<file path="config.mk">
export PLATFORM = sky130hd
export DESIGN_NAME = matmul_datapath_flat
export DESIGN_NICKNAME = d
export VERILOG_FILES = /design/src/rtl/matmul_datapath_if.sv /design/src/rtl/matmul_datapath.sv /design/src/flat_wrapper.sv
export SDC_FILE = /design/constraint.sdc
export NUM_CORES = 1
export LEC_CHECK = 0
export ABC_AREA = 1
export BUFFER_PORTS_ARGS = -buffer_cell sky130_fd_sc_hd__clkbuf_2
export CAP_MARGIN = 20
export CELL_PAD_IN_SITES_DETAIL_PLACEMENT = 0
export CELL_PAD_IN_SITES_GLOBAL_PLACEMENT = 1
export CORE_MARGIN = 5
export CORE_UTILIZATION = 40
export DETAILED_ROUTE_END_ITERATION = 10
export PLACE_DENSITY = 0.81
export SKIP_CTS_REPAIR_TIMING = 1
export SYNTH_ARGS = -nofsm -noshare
export SYNTH_HDL_FRONTEND = slang
export SYNTH_SLANG_ARGS = --single-unit
</file>
<file path="constraint.sdc">
create_clock -name clk -period 6.4 [get_ports clk]
set_clock_uncertainty 0.15 [all_clocks]
set_input_delay 0.64 -clock clk [delete_from_list [all_inputs] [get_ports clk]]
set_output_delay 0.64 -clock clk [all_outputs]
set_load 0.005 [all_outputs]
</file>
<file path="src/rtl/matmul_datapath_if.sv">
// Bundles the control word from control_unit, the memory ports and the status
// returned by the datapath. The master side drives the control word and memory read data.
interface matmul_datapath_if #(
    parameter int DATA_W = 8,
    parameter int ADDR_W = 8
);
    logic [3:0]        bus_ld;
    logic [12:0]       write_en;
    logic [1:0]        inc;
    logic [2:0]        clr;
    logic [3:0]        alu_mode;
    logic              dm_wr;
    logic              im_wr;
    logic              end_op;
    logic [DATA_W-1:0] dm_rdata;
    logic [DATA_W-1:0] im_rdata;

    logic [7:0]        ir;
    logic              z;
    logic [ADDR_W-1:0] dm_addr;
    logic [DATA_W-1:0] dm_wdata;
    logic              dm_we;
    logic [ADDR_W-1:0] im_addr;
    logic              im_we;
    logic              done;

    modport master (
        output bus_ld, write_en, inc, clr, alu_mode, dm_wr, im_wr, end_op,
               dm_rdata, im_rdata,
        input  ir, z, dm_addr, dm_wdata, dm_we, im_addr, im_we, done
    );

    modport slave (
        input  bus_ld, write_en, inc, clr, alu_mode, dm_wr, im_wr, end_op,
               dm_rdata, im_rdata,
        output ir, z, dm_addr, dm_wdata, dm_we, im_addr, im_we, done
    );
endinterface

</file>
<file path="src/rtl/matmul_datapath.sv">
// Datapath for the matrix-multiply processor: register file, bus mux, ALU,
// increment/clear logic, Z flag and the sticky end-of-program latch.
module matmul_datapath #(
    parameter int DATA_W = 8,
    parameter int ADDR_W = 8
) (
    input  logic               clk,
    input  logic               rst_n,
    matmul_datapath_if.slave   dp
);

    localparam int NREG  = 13;
    localparam int R_AR  = 0;
    localparam int R_PC  = 1;
    localparam int R_IR  = 2;
    localparam int R_DR  = 3;
    localparam int R_AC  = 4;
    localparam int R_R1  = 5;
    localparam int R_R2  = 6;
    localparam int R_R3  = 7;
    localparam int R_RI  = 8;
    localparam int R_RJ  = 9;
    localparam int R_RK  = 10;
    localparam int R_RN  = 11;
    localparam int R_TR  = 12;

    localparam logic [DATA_W-1:0] ONE = DATA_W'(1);

    typedef enum logic [3:0] {
        ALU_PASS = 4'd0,
        ALU_ADD  = 4'd1,
        ALU_SUB  = 4'd2,
        ALU_MUL  = 4'd3,
        ALU_INC  = 4'd4,
        ALU_DEC  = 4'd5,
        ALU_AND  = 4'd6,
        ALU_OR   = 4'd7
    } alu_op_e;

    logic [DATA_W-1:0] rf [NREG];
    logic [DATA_W-1:0] bus;
    logic [DATA_W-1:0] alu_a;
    logic [DATA_W-1:0] alu_y;
    logic              z_q;
    logic              done_q;

    always_comb begin
        bus = '0;
        case (dp.bus_ld)
            4'd0:    bus = dp.dm_rdata;
            4'd1:    bus = dp.im_rdata;
            4'd2:    bus = rf[R_PC];
            4'd3:    bus = rf[R_DR];
            4'd4:    bus = rf[R_AC];
            4'd5:    bus = rf[R_R1];
            4'd6:    bus = rf[R_R2];
            4'd7:    bus = rf[R_R3];
            4'd8:    bus = rf[R_RI];
            4'd9:    bus = rf[R_RJ];
            4'd10:   bus = rf[R_RK];
            4'd11:   bus = rf[R_RN];
            4'd12:   bus = rf[R_TR];
            4'd13:   bus = rf[R_AR];
            default: bus = '0;
        endcase
    end

    // Everything wraps at DATA_W bits; the multiply keeps only the low half.
    always_comb begin
        alu_a = rf[R_AC];
        alu_y = alu_a;
        case (alu_op_e'(dp.alu_mode))
            ALU_PASS: alu_y = bus;
            ALU_ADD:  alu_y = alu_a + bus;
            ALU_SUB:  alu_y = alu_a - bus;
            ALU_MUL:  alu_y = alu_a * bus;
            ALU_INC:  alu_y = alu_a + ONE;
            ALU_DEC:  alu_y = alu_a - ONE;
            ALU_AND:  alu_y = alu_a & bus;
            ALU_OR:   alu_y = alu_a | bus;
            default:  alu_y = alu_a;
        endcase
    end

    // Later assignments win, so inc, then load, then clear gives clr > write_en > inc.
    always_ff @(posedge clk or negedge rst_n) begin
        if (!rst_n) begin
            for (int i = 0; i < NREG; i++) begin
                rf[i] <= '0;
            end
            z_q <= 1'b0;
        end else if (!done_q) begin
            case (dp.inc)
                2'b01:   rf[R_PC] <= rf[R_PC] + ONE;
                2'b10:   rf[R_RI] <= rf[R_RI] + ONE;
                2'b11:   rf[R_RJ] <= rf[R_RJ] + ONE;
                default: ;
            endcase
            for (int i = 0; i < NREG; i++) begin
                if (dp.write_en[i]) begin
                    rf[i] <= (i == R_AC) ? alu_y : bus;
                end
            end
            if (dp.clr[0]) rf[R_AC] <= '0;
            if (dp.clr[1]) rf[R_RI] <= '0;
            if (dp.clr[2]) rf[R_RJ] <= '0;
            if (dp.clr[0]) begin
                z_q <= 1'b1;
            end else if (dp.write_en[R_AC]) begin
                z_q <= (alu_y == '0);
            end
        end
    end

    always_ff @(posedge clk or negedge rst_n) begin
        if (!rst_n) begin
            done_q <= 1'b0;
        end else if (dp.end_op) begin
            done_q <= 1'b1;
        end
    end

    assign dp.ir       = rf[R_IR][7:0];
    assign dp.z        = z_q;
    assign dp.dm_addr  = ADDR_W'(rf[R_AR]);
    assign dp.dm_wdata = rf[R_AC];
    assign dp.im_addr  = ADDR_W'(rf[R_PC]);
    assign dp.done     = done_q;
    // Write strobes are also held off while reset is asserted.
    assign dp.dm_we    = dp.dm_wr & ~done_q & rst_n;
    assign dp.im_we    = dp.im_wr & ~done_q & rst_n;

endmodule

</file>
<file path="src/flat_wrapper.sv">
// flat-port wrapper written by rule: the top's interface ports become plain ports
module matmul_datapath_flat 
#(
    parameter int DATA_W = 8,
    parameter int ADDR_W = 8
)
  (clk, rst_n, dp_bus_ld, dp_write_en, dp_inc, dp_clr, dp_alu_mode, dp_dm_wr, dp_im_wr, dp_end_op, dp_dm_rdata, dp_im_rdata, dp_ir, dp_z, dp_dm_addr, dp_dm_wdata, dp_dm_we, dp_im_addr, dp_im_we, dp_done);
  matmul_datapath_if #(.DATA_W(DATA_W), .ADDR_W(ADDR_W)) dp_i ();
  input  logic clk;
  input  logic rst_n;
  input wire logic [$bits(dp_i.bus_ld)-1:0] dp_bus_ld;
  input wire logic [$bits(dp_i.write_en)-1:0] dp_write_en;
  input wire logic [$bits(dp_i.inc)-1:0] dp_inc;
  input wire logic [$bits(dp_i.clr)-1:0] dp_clr;
  input wire logic [$bits(dp_i.alu_mode)-1:0] dp_alu_mode;
  input wire logic [$bits(dp_i.dm_wr)-1:0] dp_dm_wr;
  input wire logic [$bits(dp_i.im_wr)-1:0] dp_im_wr;
  input wire logic [$bits(dp_i.end_op)-1:0] dp_end_op;
  input wire logic [$bits(dp_i.dm_rdata)-1:0] dp_dm_rdata;
  input wire logic [$bits(dp_i.im_rdata)-1:0] dp_im_rdata;
  output wire logic [$bits(dp_i.ir)-1:0] dp_ir;
  output wire logic [$bits(dp_i.z)-1:0] dp_z;
  output wire logic [$bits(dp_i.dm_addr)-1:0] dp_dm_addr;
  output wire logic [$bits(dp_i.dm_wdata)-1:0] dp_dm_wdata;
  output wire logic [$bits(dp_i.dm_we)-1:0] dp_dm_we;
  output wire logic [$bits(dp_i.im_addr)-1:0] dp_im_addr;
  output wire logic [$bits(dp_i.im_we)-1:0] dp_im_we;
  output wire logic [$bits(dp_i.done)-1:0] dp_done;
  assign dp_i.bus_ld = dp_bus_ld;
  assign dp_i.write_en = dp_write_en;
  assign dp_i.inc = dp_inc;
  assign dp_i.clr = dp_clr;
  assign dp_i.alu_mode = dp_alu_mode;
  assign dp_i.dm_wr = dp_dm_wr;
  assign dp_i.im_wr = dp_im_wr;
  assign dp_i.end_op = dp_end_op;
  assign dp_i.dm_rdata = dp_dm_rdata;
  assign dp_i.im_rdata = dp_im_rdata;
  assign dp_ir = dp_i.ir;
  assign dp_z = dp_i.z;
  assign dp_dm_addr = dp_i.dm_addr;
  assign dp_dm_wdata = dp_i.dm_wdata;
  assign dp_dm_we = dp_i.dm_we;
  assign dp_im_addr = dp_i.im_addr;
  assign dp_im_we = dp_i.im_we;
  assign dp_done = dp_i.done;
  matmul_datapath #(.DATA_W(DATA_W), .ADDR_W(ADDR_W)) u_core (.clk(clk), .rst_n(rst_n), .dp(dp_i));
endmodule
</file>
# == Word-level counts from Yosys, hierarchy flattened ==
# Cells that the tools add are included.
# totals
reg_bits,106
wordCells,87
out_inout_bits,36
# classes
n_eq_ne,23
reduce_logical,20
mux,14
n_mul,1
n_addsub,7
n_bitwise,7
# op_table
cell,n
case mux 8 bit (14 select lines),1
2-to-1 mux 8 bit,10
case mux 8 bit (8 select lines),1
"adder 8 x 1 -> 8 bit, second input constant",4
"== test 4 x 3 -> 1 bit, second input constant",8
AND reduction 2 bit,13
"== test 4 bit, second input constant",6
"== test 4 x 2 -> 1 bit, second input constant",4
adder 8 bit,1
bitwise AND 8 bit,1
"== test 4 x 1 -> 1 bit, second input constant",2
logical NOT 4 bit,2
logical NOT 8 bit,1
multiplier 8 x 8 -> 8 bit,1
bitwise OR 8 bit,1
"subtractor 8 x 1 -> 8 bit, second input constant",1
subtractor 8 bit,1
nonzero test 3 bit,2
bitwise AND 1 bit,4
"== test 2 bit, second input constant",2
nonzero test 2 bit,2
"== test 2 x 1 -> 1 bit, second input constant",1
2-to-1 mux 1 bit,2
inverter 1 bit,1

# == Logic depth before layout (Yosys ltp) ==
# Gate-level depths: netlist of the first run.
# logic_depth
depth_word,7
mapped_depth,33
mapped_depth_nobuf,33

# == Least setup slack after synthesis of the first run ==
# OpenSTA, ideal clock, no wires.
# synth_path
path_kind,input -> register
from,in dp_bus_ld[0]
to,"reg u_core.rf, in the netlist u_core.dp.dm_wdata[7]"
path_buffers,0
t_required_ns,6.133
setup_slack_ns,1.163
stages,31
arrival_time_ns,4.970
cell_sequence,inv_2 > nand2_1 > nor2_1 > nand2_1 > nand2_1 > nor2_1 > nand2_1 > nor2_2 > inv_1 > nand2_1 > fa_1 > fa_1 > inv_1 > fa_1 > inv_1 > fa_1 > inv_1 > ha_1 > a21o_1 > a31oi_1 > inv_1 > nand3_1 > nand2_1 > inv_1 > nand2_1 > nand2_1 > nand3_1 > nand3_1 > nand3_1 > nand2_1 > nand2_1
# synth_between
elab_chain_len,6
word_cells_on_any_way,23
classes_between,add/sub (2); mul (1); eq/ne (13); mux (4); bitwise (2); reduce/logical (1)
# synth_lines
item,line_no,source
from (decl),flat_wrapper.sv:11,input wire logic [$bits(dp_i.bus_ld)-1:0] dp_bus_ld;
"== test 4 bit, or another cell as far along",matmul_datapath.sv:49,case (dp.bus_ld)
case mux 8 bit (14 select lines) (*),matmul_datapath.sv:49,
"multiplier 8 x 8 -> 8 bit, or another cell as far along",matmul_datapath.sv:76,ALU_MUL: alu_y = alu_a * bus;
case mux 8 bit (8 select lines) (*),matmul_datapath.sv:72,case (alu_op_e'(dp.alu_mode))
2-to-1 mux 8 bit (*),matmul_datapath.sv:100,if (dp.write_en[i]) begin
2-to-1 mux 8 bit (*),matmul_datapath.sv:104,if (dp.clr[0]) rf[R_AC] <= '0;
"to (signal, indexed assignment)",matmul_datapath.sv:95,2'b10: rf[R_RI] <= rf[R_RI] + ONE;
"to (signal, indexed assignment)",matmul_datapath.sv:96,2'b11: rf[R_RJ] <= rf[R_RJ] + ONE;
"to (signal, indexed assignment)",matmul_datapath.sv:101,rf[i] <= (i == R_AC) ? alu_y : bus;
to (decl),matmul_datapath.sv:40,logic [DATA_W-1:0] rf [NREG];
# Mark *: on every way between the ends. The rest lies on a longest branch, timed or not. The select of a mux whose other input is x is not followed.
# A chain may end at the register's enable or synchronous reset.

# == Final worst setup path of the first run ==
# layout_path
from,in dp_bus_ld[0]
to,reg u_core.z_q (netlist: u_core.dp.z)
# layout_between
elab_chain_len,7
word_cells_on_any_way,24
classes_between,add/sub (2); mul (1); eq/ne (13); mux (4); bitwise (2); reduce/logical (2)
# layout_lines
item,line_no,source
"== test 4 bit, or another cell as far along",matmul_datapath.sv:49,
case mux 8 bit (14 select lines) (*),matmul_datapath.sv:49,
"multiplier 8 x 8 -> 8 bit, or another cell as far along",matmul_datapath.sv:76,
case mux 8 bit (8 select lines) (*),matmul_datapath.sv:72,
logical NOT 8 bit (*),matmul_datapath.sv:110,z_q <= (alu_y == '0);
2-to-1 mux 1 bit (*),matmul_datapath.sv:109,end else if (dp.write_en[R_AC]) begin
2-to-1 mux 1 bit (*),matmul_datapath.sv:107,if (dp.clr[0]) begin
to (signal assigned),matmul_datapath.sv:110,
to (decl),matmul_datapath.sv:44,logic z_q;
# Marked as above.

==> impl_metrics.toml, run 1 <==
[detailed_routing]
viasPerCell = 5.31
antenna_left = 0
wirelength_mm = 24.1
vias = 7212
wl_per_cell_um = 17.7
drtIter0Drc = 594
dr.pass1.iters = 6
drc_errors = 0

[grt]
grt_max_degree = 69
grt_pass1_wl_mm = 38.2
antenna_found_initial = 0
overflow = 0
grtUsageTotal_pct = 22.7
grt_pass1_vias = 6836

[setup_path]
cp-start-kind = "input pin"
cp.arrival_ns = 5.80
slowest_stage = "nor2_2"
worstSetupPathType = "in -> reg"
critPathCaptureType = "register"
path_max_fanout = 15
cpPeakStageDelay_ns = 0.55
cp.required_ns = 6.54

[cts]
cts.clk_slew.worst_paths_ns = 0.08
cts_buffers = 9
tritoncts = "yes"
cts_buffer_depth = 2
htreeDepth = 3
root_buffer = "clkbuf_16"
worstSkewPairLatency_ns = 0.37
cts.sinks = 106

[synthesis]
syn_area_um2 = 7450
yosysWarningCount = 0
ys_seq_area_share_pct = 35.6
ys_types = 37
ys_ff_latch = 106
synthFlopType = "dfrtp_1"
syn_inst = 1074
synthArstFlopShare_pct = 100
synth_edf_count = 0
avgSynthCellArea_um2 = 6.94
syn_nets = 1161

[sta]
fmax_mhz = 177
fin_tns_setup_ns = 0
fin_ws_ns = 0.738
min_period_over_period_pct = 88.5
drv_slew = 0
slew-limit-headroom_pct = 33.0
hold_viol = 0
rsz0062_at_grt = "no"
setup_viol = 0
worstMarginPinSlew_ns = 1.00
fin_crit_ns = 5.66

[power]
powerDensity_nw_per_um2 = 240
pwr-share-clk_pct = 31.2
leakage_nw = 4.28
swShare_pct = 36.7
p_int_mw = 1.25
seqPwrFrac_pct = 40.5
worst_ir_drop_vdd_mv = 0.125
p_sw_mw = 0.723
comb_power_share_pct = 28.3

[floorplan]
die_area_um2 = 21500
rows = 50
ios = 83
start_util_pct = 40.2
core_um2 = 18500
die_w_um = 147
die_h_um = 147

[placed_design]
placed_cells = 1342
place_congestion = 0.914
dpl.hpwl_mm = 18.0
pre_cts_slack_ns = 0.450
portBuffers = 82

[cells_and_area]
stdcell_count = 1358
diodes = 0
drive_gt1_share_pct = 12.5
fill_cells = 1933
layout-area-overhead-vs-synth_pct = 10.3
fin_nets = 1206

[outcome]
status = "complete, no violations"

[hold_path]
hp-class = "in -> async"

[run]
drv_cap = 0
-- power groups by stage --
stage,clock [mW],combinational [mW],sequential [mW]
after floorplan,0,0.404,0.776
after global placement,0,0.548,0.810
after detailed placement,0,0.555,0.810
after CTS,0.624,0.559,0.797
after global routing,0.653,0.640,0.804
final,0.615,0.558,0.798
-- layout make-up --
cell class	count	area, um2	share of cell area (%)
repair buffers	92	488	5.93
multi-input cells	791	4010	48.8
well taps	234	293	3.56
flip-flops and latches	106	2650	32.3
inverters	119	447	5.43
clock inverters	7	108	1.31
clock buffers	9	225	2.74
-- routing by layer --
metal	vias up	part of all wire, %	GRT usage [%]
li1	3551	-	-
met1	3340	45	31.4
met2	277	46	36.1
met3	44	6.8	4.38
met4	0	2.7	7.15
met5	-	0	0
-- Yosys cell counts, types with 3 or more instances --
cell type	instances	share of area, %
ha_1	27	4.5
inv_2	8	0.40
a221oi_1	3	0.35
nand3_1	79	5.3
inv_1	108	5.4
nand2_2	3	0.25
xor2_1	6	0.71
clkinv_1	3	0.15
nand3_2	3	0.40
o22ai_1	21	1.8
o21ai_0	128	8.6
nor2_1	98	4.9
dfrtp_1	106	36
xnor2_1	5	0.59
buf_1	9	0.45
o2111ai_1	3	0.35
fa_1	13	3.5
nor2_2	8	0.67
a21oi_1	34	2.3
nor3_1	6	0.40
or2_2	9	0.76
nand2_1	327	16
buf_4	33	3.3
clkbuf_1	14	0.71
-- stage by stage --
stage | utilization (%) | total power, mW | hold WS (ns) | cell area (um2)
detailed placement | 42.6 | 1.36 | 0.323 | 7890
floorplan | - | 1.18 | 0.194 | 7450
CTS | 44.4 | 1.98 | 0.109 | 8220
global placement | 42.6 | 1.36 | 0.317 | 7890
global route | 44.4 | 2.10 | 0.126 | 8220
finish | 44.4 | 1.97 | 0.0859 | 8220
-- path summary, 6_finish.rpt --
path | from | slack (ns) | cells past startpoint | end
setup / recovery | dp_bus_ld[0] | 0.74 | 29 | u_core.dp.z
hold / removal | rst_n | 0.09 | 1 | u_core.dp.dm_addr[5]
setup reg to reg | u_core.dp.dm_wdata[3] | 1.08 | 22 | u_core.dp.z
hold reg to reg | u_core.rf[76] | 0.34 | 2 | u_core.rf[76]
max in group asynchronous | rst_n | 4.69 | 2 | u_core.dp.dm_wdata[3]
min in group clk | dp_end_op | 0.31 | 2 | u_core.dp.done
-- state kept, by name, summed over array words and instances (netlist names) --
name	flops
u_core.dp.im_addr	8
u_core.rf	72
u_core.dp.done	1
u_core.dp.ir	8
u_core.dp.dm_wdata	8
u_core.dp.dm_addr	8
u_core.dp.z	1
-- cell families after synthesis --
kind of cell,count (synthesis),share of synthesized area (%)
compound gates,201,14.7
xor+xnor,11,1.29
fa+ha+maj,40,8.02
buf+inv,177,10.6
simple gates,539,29.8
flops,106,35.6
-- cells in the final DEF (no fill, tap or decap), types with 11 or more instances in the layout --
cell type  count
a21oi_1       34
buf_4         11
clkbuf_2      81
dfrtp_1      106
fa_1          13
ha_1          27
inv_1        108
nand2_1      327
nand3_1       79
nor2_1        98
o21ai_0      128
o22ai_1       21
-- worst max-delay path, delay by kind of cell --
kind	cells	cell delay (ns)
buf+inv	7	0.51
compound gates	4	0.74
fa+ha+maj	5	2.35
simple gates	13	1.56
Note: power is estimated with default switching activity, not from simulation.
==> run 2: changes to the inputs <==
Clock period 6.4 ns to 6.15 ns, I/O delays scaled along.
==> impl_metrics.toml, run 2 (same netlist as run 1, synthesis figures left out) <==
[sta]
fin_ws_ns = 0.625
fin_tns_setup_ns = 0
fin_crit_ns = 5.52
rsz0062_at_grt = "no"
setup_viol = 0
slew-limit-headroom_pct = 44.7
worstMarginPinSlew_ns = 0.829
fmax_mhz = 181
hold_viol = 0
fin_hold_ws_ns = 0.108
drv_slew = 0
min_period_over_period_pct = 89.8

[cts]
cts_buffer_depth = 2
root_buffer = "clkbuf_16"
cts.sinks = 106
worstSkewPairLatency_ns = 0.37
htreeDepth = 3
cts.clk_slew.worst_paths_ns = 0.08
cts_buffers = 9
tritoncts = "yes"

[detailed_routing]
dr.pass1.iters = 5
wl_per_cell_um = 17.8
antenna_left = 0
viasPerCell = 5.26
vias = 7204
wirelength_mm = 24.4
drtIter0Drc = 636
drc_errors = 0

[setup_path]
r2r-end = "u_core.dp.dm_wdata[7]"
rr_startpoint = "u_core.dp.dm_wdata[3]"
slowest_stage = "fa_1"
endpoint = "u_core.dp.dm_wdata[7]"
cpPeakStageDelay_ns = 0.55
cp.arrival_ns = 5.63
critPathCaptureType = "register"
cp.required_ns = 6.25
reg2reg_slack_ns = 0.94
cp-start-kind = "input pin"
crit_top_cell = "nand2_1"
worstSetupPathType = "in -> reg"
crit_start = "dp_bus_ld[2]"
path_max_fanout = 6
reg2reg_depth = 26

[floorplan]
start_util_pct = 40.2
core_um2 = 18500
die_w_um = 147
rows = 50
ios = 83
die_h_um = 147
die_area_um2 = 21500

[placed_design]
pre_cts_slack_ns = 0.316
dpl.hpwl_mm = 18.4
portBuffers = 82
place_congestion = 0.913

[outcome]
status = "complete, no violations"

[cells_and_area]
largest-register = "u_core.rf"
layout_commonest_cell = "nand2_1"
layout.cells.most_common_list = "327 x nand2_1, 128 x o21ai_0, 108 x inv_1, 106 x dfrtp_1, 98 x nor2_1"
fill_cells = 1975
diodes = 0
largest_reg_flops = 72
fin_nets = 1218
layout-area-overhead-vs-synth_pct = 11.3
drive_gt1_share_pct = 13.5

[hold_path]
hp-class = "in -> async"

[power]
leakage_nw = 4.33
powerDensity_nw_per_um2 = 245
fin_total_pwr_mw = 2.03
worst_ir_drop_vdd_mv = 0.101

[grt]
grt_pass1_wl_mm = 38.8
overflow = 0
grt_max_degree = 60
grt_pass1_vias = 6917
antenna_found_initial = 0
grtUsageTotal_pct = 23.0

[run]
drv_cap = 0
[run 2: cell types whose count changed in the layout (fill, tap and decap cells not counted), sizes merged]
cell,previous run,this run
clkinv,7,8
buf,11,23
bufinv,1,0
[run 2: how the worst min path moves through the flow]
stage	startpoint	slack, ns	cells after the start	end
detailed placement	u_core.dp.ir[4]	0.33	2	u_core.dp.ir[4]
floorplan	rst_n	0.17	0	u_core.dp.dm_addr[0]
finish	rst_n	0.11	1	u_core.dp.dm_addr[6]
global placement	u_core.dp.ir[7]	0.32	2	u_core.dp.ir[7]
global route	rst_n	0.16	1	u_core.dp.dm_addr[6]
CTS	rst_n	0.12	1	u_core.dp.dm_addr[6]
[run 2: cell type report]
type                            count  area [um2]  share of cell area [%]
Tap cell                          234         293                    3.53
Clock buffer                        9         225                    2.71
Multi-Input combinational cell    791        4010                    48.3
Timing Repair Buffer              104         578                    6.97
Sequential cell                   106        2650                    32.0
Clock inverter                      7        91.3                    1.10
Inverter                          119         447                    5.38
[run 2: stage by stage]
stage | cells | utilization, % | area [um2]
final | 1370 | 44.8 | 8300
after global routing | 1370 | 44.8 | 8300
after CTS | 1370 | 44.8 | 8300
after detailed placement | 1354 | 43.1 | 7980
after global placement | 1354 | 43.1 | 7980
after floorplan | 1074 | - | 7450
[run 2: worst max-delay path, delay by kind of cell]
family | cells | cell delay, ns
and+or+nand+nor | 16 | 1.43
AOI/OAI and AO/OA | 3 | 0.50
buffers and inverters | 8 | 0.68
adders and majority gates | 5 | 2.37
[run 2: metal layers]
metal  GRT usage, %  routed length (um)  up-vias
li1               -                   -     3568
met1           32.2               11200     3370
met2           35.7               11000      225
met3           4.19                1530       41
met4           8.09                 665        0
met5              0                   0        -
[run 2: power by group]
group,switching (mW),internal [mW]
clock,0.312,0.293
sequential,0.0715,0.755
combinational,0.381,0.221
total,0.765,1.27
==> run 3: changes to the inputs <==
Settings changed: CORE_UTILIZATION 40 to 43, PLACE_DENSITY 0.81 to default, PLACE_DENSITY_LB_ADDON from default to 0.1.
==> impl_metrics.toml, run 3 (same netlist as run 1, synthesis figures left out) <==
[setup_path]
cp-start-kind = "input pin"
slowest_stage = "fa_1"
path_max_fanout = 7
cp.arrival_ns = 5.67
critPathBufInv = 9
critPathCaptureType = "register"
crit_start = "dp_bus_ld[0]"
reg2reg_depth = 24
r2r-end = "u_core.dp.z"
endpoint = "u_core.dp.dm_wdata[7]"
rr_startpoint = "u_core.dp.dm_wdata[3]"
cp_num_cells = 33
crit_top_cell = "nand2_1"
reg2reg_slack_ns = 0.75
worstSetupPathType = "in -> reg"
cp.required_ns = 6.27
cpPeakStageDelay_ns = 0.54
critPathTopFamily = "adder cells"

[sta]
fin_ws_ns = 0.595
drv_slew = 0
fin_hold_ws_ns = 0.116
rsz0062_at_grt = "no"
worstMarginPinSlew_ns = 0.785
min_period_over_period_pct = 90.3
slew-limit-headroom_pct = 47.7
hold_viol = 0
fin_crit_ns = 5.55
setup_viol = 0
fin_tns_setup_ns = 0
fmax_mhz = 180

[cells_and_area]
stdcell_count = 1359
fin_nets = 1216
largest-register = "u_core.rf"
layout.cells.most_common_list = "327 x nand2_1, 128 x o21ai_0, 108 x inv_1, 106 x dfrtp_1, 97 x nor2_1"
layout_commonest_cell = "nand2_1"
layout-area-overhead-vs-synth_pct = 11.2
drive_gt1_share_pct = 13.4
diodes = 0
largest_reg_flops = 72
fin_area_um2 = 8290
finalCoreUtilization_pct = 48.2

[detailed_routing]
vias = 7252
wirelength_mm = 25.2
antenna_left = 0
viasPerCell = 5.34
drtIter0Drc = 565
wl_per_cell_um = 18.5
drc_errors = 0
dr.pass1.iters = 5

[grt]
use_met2_pct = 39.7
busiest_layer = "met2"
groute.layer.met3.usage_pct = 3.37
grt_pass1_vias = 6727
grt_pass1_wl_mm = 39.1
grt_max_degree = 62
grtUsageTotal_pct = 25.4
overflow = 0
met1_usage_pct = 36.8
antenna_found_initial = 0

[cts]
worstSkewPairLatency_ns = 0.37
tritoncts = "yes"
cts.clk_slew.worst_paths_ns = 0.09
root_buffer = "clkbuf_16"
cts_buffer_depth = 2
cts_buffers = 9
htreeDepth = 3
cts.sinks = 106

[floorplan]
die_h_um = 142
die_w_um = 142
core_um2 = 17200
rows = 48
ios = 83
die_area_um2 = 20100
start_util_pct = 43.4

[placed_design]
portBuffers = 82
pre_cts_slack_ns = 0.272
place_congestion = 0.937
placedInstanceArea_um2 = 7960
placed_cells = 1343
dpl.hpwl_mm = 18.7

[power]
leakage_nw = 4.33
worst_ir_drop_vdd_mv = 0.148
fin_total_pwr_mw = 2.07
powerDensity_nw_per_um2 = 249

[hold_path]
hp-class = "in -> async"

[outcome]
status = "complete, no violations"

[run]
drv_cap = 0
run 3: layout make-up:
cell class	count	area, um2
Multi-Input combinational cell	791	4010
Tap cell	225	282
Fill cell	1841	8890
Sequential cell	106	2650
Timing Repair Buffer	102	563
Clock buffer	9	225
Clock inverter	7	104
Inverter	119	447
run 3: how the worst min path moves through the flow:
stage,from,end,slack [ns],cells after the start
2_1_floorplan,rst_n,u_core.dp.dm_addr[0],0.17,0
3_3_place_gp,u_core.dp.ir[2],u_core.dp.ir[2],0.32,2
3_5_place_dp,u_core.dp.ir[2],u_core.dp.ir[2],0.32,2
4_1_cts,rst_n,u_core.rf[48],0.14,1
5_1_grt,rst_n,u_core.rf[48],0.17,1
6_report,rst_n,u_core.rf[48],0.12,1
run 3: report_power, final:
| group | internal [mW] | switching [mW] | leakage [nW] |
|---|---|---|---|
| registers | 0.755 | 0.0717 | 1.40 |
| logic | 0.218 | 0.387 | 2.77 |
| clock network | 0.301 | 0.333 | 0.158 |
run 3: layer usage:
metal,wire [um],share of wire [%]
met5,0,0
met4,596,2.4
met3,1440,5.7
met2,11400,45
met1,11700,47
